`src/rtl/uart_rx.sv`:
```
// uart_rx: 8-bit asynchronous serial receiver, LSB first, one stop bit.
// Define UART_RX_PARITY_EN to expect an even-parity bit after bit 7.
// Without the macro, frames are 8N1 and O_PARITY_ERR is tied to 0.
module uart_rx #(
    parameter int unsigned CLKS_PER_BIT = 434
) (
    input  logic       CLOCK,
    input  logic       RESET_N,
    input  logic       RX_SERIAL,
    output logic [7:0] O_RX_BYTE,
    output logic       O_RX_DATA_VALID,
    output logic       O_RX_BUSY,
    output logic       O_FRAME_ERR,
    output logic       O_PARITY_ERR
);

    localparam logic [9:0] BIT_LAST  = 10'(CLKS_PER_BIT - 1);
    localparam logic [9:0] HALF_LAST = 10'(CLKS_PER_BIT / 2 - 1);

    typedef enum logic [2:0] {
        IDLE,
        START,
        DATA,
`ifdef UART_RX_PARITY_EN
        PARITY,
`endif
        STOP
    } state_t;

    state_t     state;
    logic       rx_meta;
    logic       rx_s;
    logic [9:0] counter;
    logic [2:0] bit_idx;
    logic [7:0] rx_data;
    // Cleared by a frame error; a held-low line must go high before a new start is accepted.
    logic       armed;
`ifdef UART_RX_PARITY_EN
    logic       parity_bad;
`endif

    // Two-flop synchroniser; idles high so reset does not look like a start bit.
    always_ff @(posedge CLOCK or negedge RESET_N) begin
        if (!RESET_N) begin
            rx_meta <= 1'b1;
            rx_s    <= 1'b1;
        end else begin
            rx_meta <= RX_SERIAL;
            rx_s    <= rx_meta;
        end
    end

    // Frame FSM with registered byte and single-cycle status pulses.
    always_ff @(posedge CLOCK or negedge RESET_N) begin
        if (!RESET_N) begin
            state           <= IDLE;
            counter         <= '0;
            bit_idx         <= '0;
            rx_data         <= '0;
            armed           <= 1'b1;
            O_RX_BYTE       <= '0;
            O_RX_DATA_VALID <= 1'b0;
            O_FRAME_ERR     <= 1'b0;
`ifdef UART_RX_PARITY_EN
            parity_bad      <= 1'b0;
            O_PARITY_ERR    <= 1'b0;
`endif
        end else begin
            O_RX_DATA_VALID <= 1'b0;
            O_FRAME_ERR     <= 1'b0;
`ifdef UART_RX_PARITY_EN
            O_PARITY_ERR    <= 1'b0;
`endif
            unique case (state)
                IDLE: begin
                    counter <= '0;
                    bit_idx <= '0;
                    if (!armed) begin
                        if (rx_s) armed <= 1'b1;
                    end else if (!rx_s) begin
                        state <= START;
                    end
                end
                START: begin
                    if (counter == HALF_LAST) begin
                        counter <= '0;
                        // A start bit gone high by mid-bit was a glitch.
                        state   <= rx_s ? IDLE : DATA;
                    end else begin
                        counter <= counter + 10'd1;
                    end
                end
                DATA: begin
                    if (counter == BIT_LAST) begin
                        counter          <= '0;
                        rx_data[bit_idx] <= rx_s;
                        bit_idx          <= bit_idx + 3'd1;
                        if (bit_idx == 3'd7) begin
`ifdef UART_RX_PARITY_EN
                            state <= PARITY;
`else
                            state <= STOP;
`endif
                        end
                    end else begin
                        counter <= counter + 10'd1;
                    end
                end
`ifdef UART_RX_PARITY_EN
                PARITY: begin
                    if (counter == BIT_LAST) begin
                        counter    <= '0;
                        // Even parity: data plus parity bit must hold an even number of ones.
                        parity_bad <= ^{rx_data, rx_s};
                        state      <= STOP;
                    end else begin
                        counter <= counter + 10'd1;
                    end
                end
`endif
                STOP: begin
                    if (counter == BIT_LAST) begin
                        counter <= '0;
                        state   <= IDLE;
                        if (rx_s) begin
`ifdef UART_RX_PARITY_EN
                            if (parity_bad) begin
                                O_PARITY_ERR <= 1'b1;
                            end else begin
                                O_RX_BYTE       <= rx_data;
                                O_RX_DATA_VALID <= 1'b1;
                            end
`else
                            O_RX_BYTE       <= rx_data;
                            O_RX_DATA_VALID <= 1'b1;
`endif
                        end else begin
                            O_FRAME_ERR <= 1'b1;
                            armed       <= 1'b0;
                        end
                    end else begin
                        counter <= counter + 10'd1;
                    end
                end
                default: state <= IDLE;
            endcase
        end
    end

    assign O_RX_BUSY = (state != IDLE);

`ifndef UART_RX_PARITY_EN
    assign O_PARITY_ERR = 1'b0;
`endif

endmodule

```
`config.mk`:
```
export PLATFORM = sky130hd
export DESIGN_NAME = uart_rx
export DESIGN_NICKNAME = d
export VERILOG_FILES = /design/src/rtl/uart_rx.sv
export SDC_FILE = /design/constraint.sdc
export NUM_CORES = 1
export LEC_CHECK = 0
export CAP_MARGIN = 5
export CORE_MARGIN = 2
export CORE_UTILIZATION = 57
export DETAILED_ROUTE_END_ITERATION = 8
export GPL_ROUTABILITY_DRIVEN = 0
export MAX_ROUTING_LAYER = met4
export PLACE_DENSITY_LB_ADDON = 0.3
export SYNTH_ARGS = -nofsm -noshare
export SYNTH_HDL_FRONTEND = slang
export SYNTH_SLANG_ARGS = --single-unit
```
`constraint.sdc`:
```
create_clock -name CLOCK -period 2.5 [get_ports CLOCK]
set_clock_uncertainty 0.1 [all_clocks]
set_input_delay 0.5 -clock CLOCK [delete_from_list [all_inputs] [get_ports CLOCK]]
set_output_delay 0.5 -clock CLOCK [all_outputs]
set_load 0.05 [all_outputs]
```
==> qor.csv, run 1 <==
metric;value;unit
fmax;460;MHz
slew_violations;0;
peakVddDrop;376;µV
avgRoutedWirePerCell;16.7;µm
avgSynthCellArea;11.3;µm²
dieArea;0.00376;mm²
worstPathCellList;or2_2 > buf_4;
cpLargestDelayFamily;flip-flops;
drt-pass1-iter-count;4;
finalSetupTns;0;ps
grt_pass1_vias;1335;
die_w;61.3;µm
cts.clk_slew.worst_paths;100;ps
required;1900;ps
cp_max_fo;20;
maxSlewHeadroom;0.522;
num_rows;20;
power.density;592;mW/mm²
ant_nets;0;
holdWs;263;ps
clockPowerShare;0.263;
pwr-share-seq;0.566;
period_minus_slack;2170;ps
crit_slowest_cell;dfrtp_1;
worstMarginPinSlew;716;ps
cts_buffer_depth;2;
syn_area;0.00187;mm²
p_sw_frac;0.304;
r2r_end;O_RX_BYTE[1];
clockRootBuffer;clkbuf_4;
insertion_delay;350;ps
synth_edf_count;0;
cts_tree;yes;
drive_gt1_frac;0.198;
dp_hpwl;2.47;mm
synthAdderAreaFrac;0.0334;
worst-endpoint-arrival;1570;ps
post-route-util;0.672;
ys_ff_latch;36;
dp_cells;213;
layoutNonFillerInstCount;221;
hold_path_depth;0;
hp-class;flip-flop to flip-flop;
ctsResizeCount;0;
finalHoldViolations;0;
status;finished clean;
drt-initial-drc-count;108;
grt_max_degree;37;
start_util;0.604;
ioPinCount;15;
synth_compound_area_frac;0.0988;
muxShareOfSynthArea;0.112;
antenna_found_initial;0;
dpl_cell_area;0.00203;mm²
startpoint;state[0];
vias;1388;
drcViolationCount;0;
cts_setup_buffers;0;
slowest_delay;610;ps
p_comb_frac;0.171;
placement.io_buffers;13;
yosys.area_share.simple;0.208;
overflow;0;
synth_top_family_by_area;simple AND/OR/NAND/NOR gates;
crit_path_start_kind;flip-flop;
power_leakage;0.936;nW
fin_crit_sh;0.869;
async_reset_ff_frac;1.00;
finalInstanceArea;0.00209;mm²
synth-seq-area-share;0.483;
worstReg2RegStart;counter[1];
rsz0062_at_grt;false;
ys.flop_type;dfrtp_1;
hold_end;rx_s;
fin_nets;184;
grt_pass1_wl;6.22;mm
rrSetupSlack;420;ps
setup_viol;0;
cts_sinks;36;
grtUsageTotal;0.238;
reg2reg_depth;5;
synth_xor_area_frac;0.0140;
cts_buffers;5;
cts-hold-fix-buffers;0;
viasPerCell;6.28;
crit_type;flip-flop to primary output;
h-tree-depth;2;
max-cap-violations;0;
yosysWarnings;0;
min_from;rx_meta;
syn-instance-count;166;
p_int;0.000859;W
diodes;0;
area_delta_synth_final;11.3;%
die_y;61.3;µm
crit_cells;2;
core_area;0.00310;mm²
crit_buf_inv;1;
syn_nets;174;
power.switching;0.000376;W
ys_types;47;
finalWirelength;3.70;mm
end_kind;primary output;
## metal layers
layer	global-route usage	part of all wire	vias up
li1	-	-	646
met1	0.300	0.44	694
met2	0.372	0.49	40
met3	0.0504	0.047	8
met4	0.100	0.019	0
met5	-	0	-
## through the flow
stage,setup WS (ps),power [W]
floorplan,508,0.000851
global placement,482,0.000902
detailed placement,426,0.000919
CTS,343,0.00124
global route,255,0.00131
finish,327,0.00123
## worst max-delay path by stage
stage / slack, ps / end
2_1_floorplan: 510 / O_RX_BYTE[0]
3_3_place_gp: 480 / O_RX_BYTE[6]
3_5_place_dp: 430 / O_RX_BYTE[3]
4_1_cts: 340 / O_RX_BUSY
5_1_grt: 260 / O_RX_BUSY
6_report: 330 / O_RX_BUSY
## area by class of cell
cell class                 count  area (µm²)
inverter                       7        26.3
sequential                    36         905
timing repair buffer          17         158
multi-input combinational    109         883
clock buffer                   8        58.8
tap                           44        55.1
fill                         256        1020
## sequential cells by signal (all words and copies together) (netlist names)
signal / flops
counter: 10
O_RX_BYTE: 8
rx_data: 8
bit_idx: 3
state: 2
O_FRAME_ERR: 1
O_RX_DATA_VALID: 1
armed: 1
rx_meta: 1
rx_s: 1
## cells in the final DEF (no fill, tap or decap), types with 2 or more instances in the layout
cell,count
a21oi_1,4
a221o_1,2
a22oi_1,5
a31oi_1,2
and3_1,2
buf_4,5
clkbuf_1,2
clkbuf_4,5
clkdlybuf4s50_1,12
dfrtp_1,33
dfstp_2,3
ha_1,5
inv_1,7
mux2_2,8
mux2_4,8
nand2_1,8
nand3_1,5
nand4_1,13
nand4bb_1,2
nor2_1,2
nor3_1,2
nor4_1,2
nor4b_1,3
nor4bb_1,3
o21ai_0,2
o311ai_0,2
o31ai_1,4
or3_1,3
or4_1,3
xor2_1,2
## cell families (layout without fill, tap and decap cells)
| family | count (synthesis) | count (layout) |
|---|---|---|
| flops | 36 | 36 |
| compound gates | 26 | 26 |
| other cells | 1 | 1 |
| simple gates | 58 | 58 |
| xor+xnor | 3 | 3 |
| buf+inv | 21 | 32 |
| fa+ha+maj | 5 | 5 |
| mux | 16 | 16 |
## synth_stat cells, types with 4 or more instances
cell      count  share of area
nand4_1      13          0.043
a22oi_1       5          0.020
inv_1         7          0.014
mux2_2        8          0.048
clkbuf_1      9          0.018
nand3_1       5          0.013
dfrtp_1      33           0.44
nor4bb_1      4          0.021
a21oi_1       4          0.011
o31ai_1       4          0.016
nand2_1       8          0.016
ha_1          5          0.033
mux2_4        8          0.064
## worst register-to-register path, cell delays in order (launching register included)
cell and delay, ps:
dfrtp_1 420, inv_1 90, ha_1 150, nand4bb_1 190, or4_4 680, mux2_4 330
## power groups by stage
stage	Clock [W]	Combinational (W)	Sequential, W
floorplan	0	0.000167	0.000684
finish	0.000325	0.000211	0.000699
detailed placement	0	0.000210	0.000709
CTS	0.000332	0.000212	0.000698
global placement	0	0.000198	0.000704
global route	0.000354	0.000238	0.000716
No activity file was read; power rests on OpenSTA's default activity.
==> inputs of run 2 (changes only) <==
GPL_ROUTABILITY_DRIVEN = not set   (was 0)
==> results of run 2 <==
Final layout, timing and power as in run 1 (identical DEF).
